===== src/rtl/pe_accum_ctrl.sv =====
// pe_accum_ctrl: sequencer for the PE accumulation datapath.
// This module owns the accumulator register. The register drives the PE
// adder's previous_sum input and captures the adder's PE_sum result on every
// accepted input batch. After a programmed number of steps, the final sum is
// presented on a valid/ready output port. A one-cycle done pulse follows the
// output handshake.
//
// Optional build macro: PE_ACC_BIAS_EN
//   defined   : an accepted start loads the accumulator from the bias port.
//   undefined : an accepted start clears the accumulator, and bias is ignored.
// The port list is identical in both builds.
module pe_accum_ctrl #(
    parameter int ACC_W = 20,
    parameter int LEN_W = 8
) (
    input  logic             clk,
    input  logic             rst,
    input  logic             start,
    input  logic [LEN_W-1:0] cfg_len,
    input  logic [ACC_W-1:0] bias,
    input  logic             in_valid,
    output logic             in_ready,
    output logic [ACC_W-1:0] pe_prev_sum,
    input  logic [ACC_W-1:0] pe_sum,
    output logic             out_valid,
    input  logic             out_ready,
    output logic [ACC_W-1:0] out_data,
    output logic             busy,
    output logic             done
);

    // Control states. These are kept as plain constants so the encoding stays
    // visible in waveforms and in older tool flows.
    localparam logic [1:0] ST_IDLE  = 2'd0;
    localparam logic [1:0] ST_ACCUM = 2'd1;
    localparam logic [1:0] ST_OUT   = 2'd2;

    localparam logic [LEN_W-1:0] LEN_ONE = LEN_W'(1);

    logic [1:0]       state_q, state_d;
    logic [ACC_W-1:0] acc_q,   acc_d;
    logic [LEN_W-1:0] cnt_q,   cnt_d;
    logic [LEN_W-1:0] len_q,   len_d;
    logic             done_q,  done_d;

    // Handshake and decode helpers.
    logic             in_fire;
    logic             out_fire;
    logic             start_ok;
    logic             last_step;
    logic [ACC_W-1:0] acc_init;

`ifdef PE_ACC_BIAS_EN
    // The bias seeds the accumulator. The first adder step therefore sees it
    // on previous_sum.
    assign acc_init = bias;
`else
    // Without the bias feature, every job starts from zero. The bias port is
    // still present but is only folded into a sink signal here.
    logic bias_unused;
    assign bias_unused = ^bias;
    assign acc_init    = '0;
`endif

    // A start is honoured only in IDLE, and only once the done pulse of the
    // previous job has already been seen. A start coincident with the done
    // cycle is dropped.
    assign start_ok = (state_q == ST_IDLE) && start && !done_q;

    assign in_fire  = (state_q == ST_ACCUM) && in_valid;
    assign out_fire = (state_q == ST_OUT) && out_ready;

    // The counter holds the number of completed steps. The batch accepted
    // while cnt == len-1 is therefore the final one. When len is at its
    // maximum, the counter tops out at len and never wraps.
    assign last_step = (cnt_q == (len_q - LEN_ONE));

    // Next-state logic for the control FSM and the datapath registers.
    always_comb begin
        state_d = state_q;
        acc_d   = acc_q;
        cnt_d   = cnt_q;
        len_d   = len_q;
        done_d  = 1'b0;

        case (state_q)
            ST_IDLE: begin
                if (start_ok) begin
                    len_d = cfg_len;
                    cnt_d = '0;
                    acc_d = acc_init;
                    // A zero-length job has nothing to add. It goes straight
                    // to the output stage and presents the initial value.
                    if (cfg_len != '0) begin
                        state_d = ST_ACCUM;
                    end else begin
                        state_d = ST_OUT;
                    end
                end
            end

            ST_ACCUM: begin
                // The adder has already combined previous_sum with the batch.
                // This stage only captures the result, so wrap-around is
                // simply the adder's modulo behaviour.
                if (in_fire) begin
                    acc_d = pe_sum;
                    cnt_d = cnt_q + LEN_ONE;
                    if (last_step) begin
                        state_d = ST_OUT;
                    end
                end
            end

            ST_OUT: begin
                if (out_fire) begin
                    state_d = ST_IDLE;
                    done_d  = 1'b1;
                end
            end

            default: begin
                // An unreachable encoding recovers to a clean idle state.
                state_d = ST_IDLE;
                acc_d   = '0;
                cnt_d   = '0;
                len_d   = '0;
            end
        endcase
    end

    // State and datapath registers. Reset aborts any job in flight.
    always_ff @(posedge clk or posedge rst) begin
        if (rst) begin
            state_q <= ST_IDLE;
            acc_q   <= '0;
            cnt_q   <= '0;
            len_q   <= '0;
            done_q  <= 1'b0;
        end else begin
            state_q <= state_d;
            acc_q   <= acc_d;
            cnt_q   <= cnt_d;
            len_q   <= len_d;
            done_q  <= done_d;
        end
    end

    // Output decode. Every output except done is a function of the state and
    // the registers, so nothing combinational reaches from input to output.
    always_comb begin
        in_ready    = (state_q == ST_ACCUM);
        out_valid   = (state_q == ST_OUT);
        busy        = (state_q != ST_IDLE);
        pe_prev_sum = acc_q;
        out_data    = acc_q;
        done        = done_q;
    end

endmodule


===== config.mk =====
export PLATFORM = sky130hd
export DESIGN_NAME = pe_accum_ctrl
export DESIGN_NICKNAME = d
export VERILOG_FILES = /design/src/rtl/pe_accum_ctrl.sv
export SDC_FILE = /design/constraint.sdc
export NUM_CORES = 1
export LEC_CHECK = 0
export ABC_AREA = 1
export CAP_MARGIN = 0
export CORE_MARGIN = 5
export CORE_UTILIZATION = 38
export CTS_CLUSTER_DIAMETER = 120
export DETAILED_ROUTE_END_ITERATION = 10
export GPL_TIMING_DRIVEN = 0
export PLACE_DENSITY = 0.73
export SYNTH_ARGS = -nofsm -noshare
export SYNTH_HDL_FRONTEND = slang
export SYNTH_SLANG_ARGS = --single-unit

===== constraint.sdc =====
create_clock -name clk -period 1.7 [get_ports clk]
set_input_delay 0.17 -clock clk [delete_from_list [all_inputs] [get_ports clk]]
set_output_delay 0.17 -clock clk [all_outputs]
set_load 0.01 [all_outputs]

==> results.toml <==
[clock_network]
root_buffer = "clkbuf_8"
cts_tree = "done"
cts_sinks = 39
clk_pin_slew_ps = 80
clk_latency_ps = 290
cts_buffer_depth = 2
htreeDepth = 2
cts_hold_buf = 0
numCtsBuffers = 5

[sta]
slew_headroom_pct = 46.59
setup_ws_ps = -5.174
worst_pin_slew_ps = 801.1
final.setup.tns_ps = -5.174
hold_viol_final = 0
slew_violations = 0
post-route-period-util_pct = 100.3
rsz0062_at_grt = "true"
finalCriticalPeriod_ps = 1705
whs_ps = 335.0
clock.fmax_mhz = 586.5
setup_viol = 1
final.setup_skew_ps = 5.137

[setup_path]
crit_type = "register to register"
r2r_start = "state_q[0]"
path_cells = "inv_2 -> ha_4 -> clkinv_4 -> a21oi_4 -> nor3_4 -> buf_12 -> buf_8 -> clkinv_8 -> buf_8 -> nand2_1 -> nand2_1"
r2r_slack_ps = -5
cp_slowest_stage_delay_ps = 430
endpoint_kind = "register"
r2r-end = "cnt_q[1]"
cp.arrival_ps = 1940
critPathRequiredTime_ps = 1930
cp_slowest_cell = "dfrtp_1"
ff2ff_path_depth = 11
cp-start-kind = "register"
critPathMaxFanout = 8

[floorplan]
dieArea_sq_um = 7384
fp-row-count = 27
initial_core_util_pct = 39.54
die_x_microns = 85.93
core_sq_um = 5540
die_h_microns = 85.93
io_pins = 97

[final_layout]
diodes = 0
multiInputGateArea_sq_um = 1104
layout.nets = 440
stdcell_count = 455
area_delta_synth_final_pct = 61.85
final_util_pct = 64.00
ff_latch_area_sq_um = 975.9
drive_above_1_share_pct = 27.42
nFillCells = 480
final_design_area_no_fill_sq_um = 3546

[global_route]
grt_max_degree = 40
grt.overflow.total = 0
grtUsageTotal_pct = 15.16
first_global_vias = 2043
antenna_found_initial = 0
grt_pass1_wl_microns = 9073

[hold_path]
min-delay-path-class = "input pin to asynchronous set/reset pin"

[synth]
yosysUniqueCellTypes = 25
synthCells = 284
syn_area_sq_um = 2191
ys_warn_count = 0
synth_area_per_cell_sq_um = 7.714
ys_ff_latch = 39
synth_fp_nets = 342
seq_area_frac_synth_pct = 44.55

[placed_design]
place_hpwl_microns = 4153
port_buffers = 76
dp.cells = 432
place_area_sq_um = 3062
gp_congestion = 0.8573

[detailed_routing]
wl_per_cell_microns = 13.29
ant_nets = 0
drc = 0
vias = 2179
drtIter0Drc = 103
wirelength_microns = 6045
vias_per_cell = 4.789
dr.pass1.iters = 4

[status]
outcome = "finished with violations"
violations = "negative setup slack"

[power]
vdd_drop_max_uv = 942.8
p_per_area_nw_per_um2 = 1806
leakagePower_nw = 1.722

[run]
cap_violations = 0
==> where the power goes <==
part           total [mW]  internal, mW  switching [mW]
combinational        4.21          2.21            2.01
clock               0.625         0.285           0.340
sequential           1.57          1.25           0.320
total                6.40          3.74            2.66
==> stage by stage <==
step	setup slack [ps]	power, mW
after CTS	-51.29	5.638
after global routing	-144.1	6.860
after floorplan	-3.443	3.391
after global placement	-203.4	4.673
final	-5.174	6.402
after detailed placement	-208.3	4.745
==> registers in the layout (all words and copies together) (netlist names) <==
register,count
len_q,8
done,1
out_data,20
cnt_q,8
state_q,2
==> what timing repair did <==
item	CTS	global route
setup buffers	4	9
resized for setup	17	60
gates cloned	1	2
setup endpoints to repair	38	27
pin swaps	2	24
==> worst max-delay path, delay by kind of cell (launching register included) <==
| kind | cells | cell delay, ps |
|---|---|---|
| AOI/OAI and AO/OA | 1 | 200 |
| adders and majority gates | 1 | 160 |
| buffers and inverters | 6 | 630 |
| DFF | 1 | 430 |
| and+or+nand+nor | 3 | 210 |
==> cells in the final DEF (no fill, tap or decap), types with 3 or more instances in the layout <==
cell type,netlist,routed
nand3_2,1,3
clkbuf_8,0,5
ha_4,0,4
nor2_1,19,14
inv_1,26,20
nand2_4,0,6
nand2_1,87,61
nand2_2,2,22
nand3_1,39,36
nor2_2,0,4
inv_2,3,7
nor3_1,6,6
dfrtp_1,39,39
clkdlybuf4s50_1,0,74
buf_4,20,31
buf_8,0,4
o21ai_0,11,10
xor2_1,5,5
==> layout make-up <==
type	count	share of cell area, %
Clock buffer	5	1.941
Timing Repair Buffer	91	26.18
Inverter	29	3.564
Multi-Input combinational cell	187	31.12
Clock inverter	3	0.5646
Timing Repair inverter	1	0.3176
Buffer	28	6.246
Tap cell	72	2.541
Sequential cell	39	27.52
==> metal layers <==
layer	vias to the layer above	part of all wire [%]	GRT usage [%]
met4	0	2.1	4.317
met2	73	50	25.16
met1	1013	42	19.86
met3	15	5.1	3.266
met5	-	0	0
li1	1078	-	-
==> Yosys cell counts <==
library cell,n,area share [%]
o21ai_0,11,2.5
buf_4,20,6.9
a21oi_1,1,0.23
inv_1,26,4.5
xor2_1,5,2.0
nor4_1,2,0.57
nand3_1,39,8.9
buf_6,2,1.0
dfrtp_1,39,45
and2_1,1,0.29
nand4_1,2,0.57
nor3_2,1,0.46
ha_1,5,2.9
clkbuf_1,3,0.51
a21oi_2,1,0.40
buf_2,4,0.91
nand3_2,1,0.46
inv_2,3,0.51
xnor2_1,1,0.40
o31ai_1,2,0.69
nor2_1,19,3.3
nand2_2,2,0.57
nor3_4,1,0.74
nor3_1,6,1.4
nand2_1,87,15
==> worst max-delay path by stage <==
stage | endpoint | depth (start not counted) | slack, ps | start
2_1_floorplan | cnt_q[5] | 11 | -3 | state_q[1]
3_3_place_gp | len_q[6] | 2 | -200 | rst
3_5_place_dp | out_data[5] | 10 | -210 | state_q[0]
4_1_cts | cnt_q[5] | 12 | -50 | state_q[0]
5_1_grt | state_q[1] | 13 | -140 | len_q[0]
6_report | cnt_q[1] | 11 | -5 | state_q[0]
==> kinds of logic (layout without fill, tap and decap cells) <==
group                    after synthesis  count (layout)  synth area share [%]
buffers and inverters                 58             157                 14.28
AND/OR/NAND/NOR                      161             161                 32.10
XOR/XNOR                               6               6                 2.399
AO/OA/AOI/OAI                         15              15                 3.826
adder cells (fa/ha/maj)                5               5                 2.856
flip-flops                            39              39                 44.55
(Power assumes the default switching activity.)
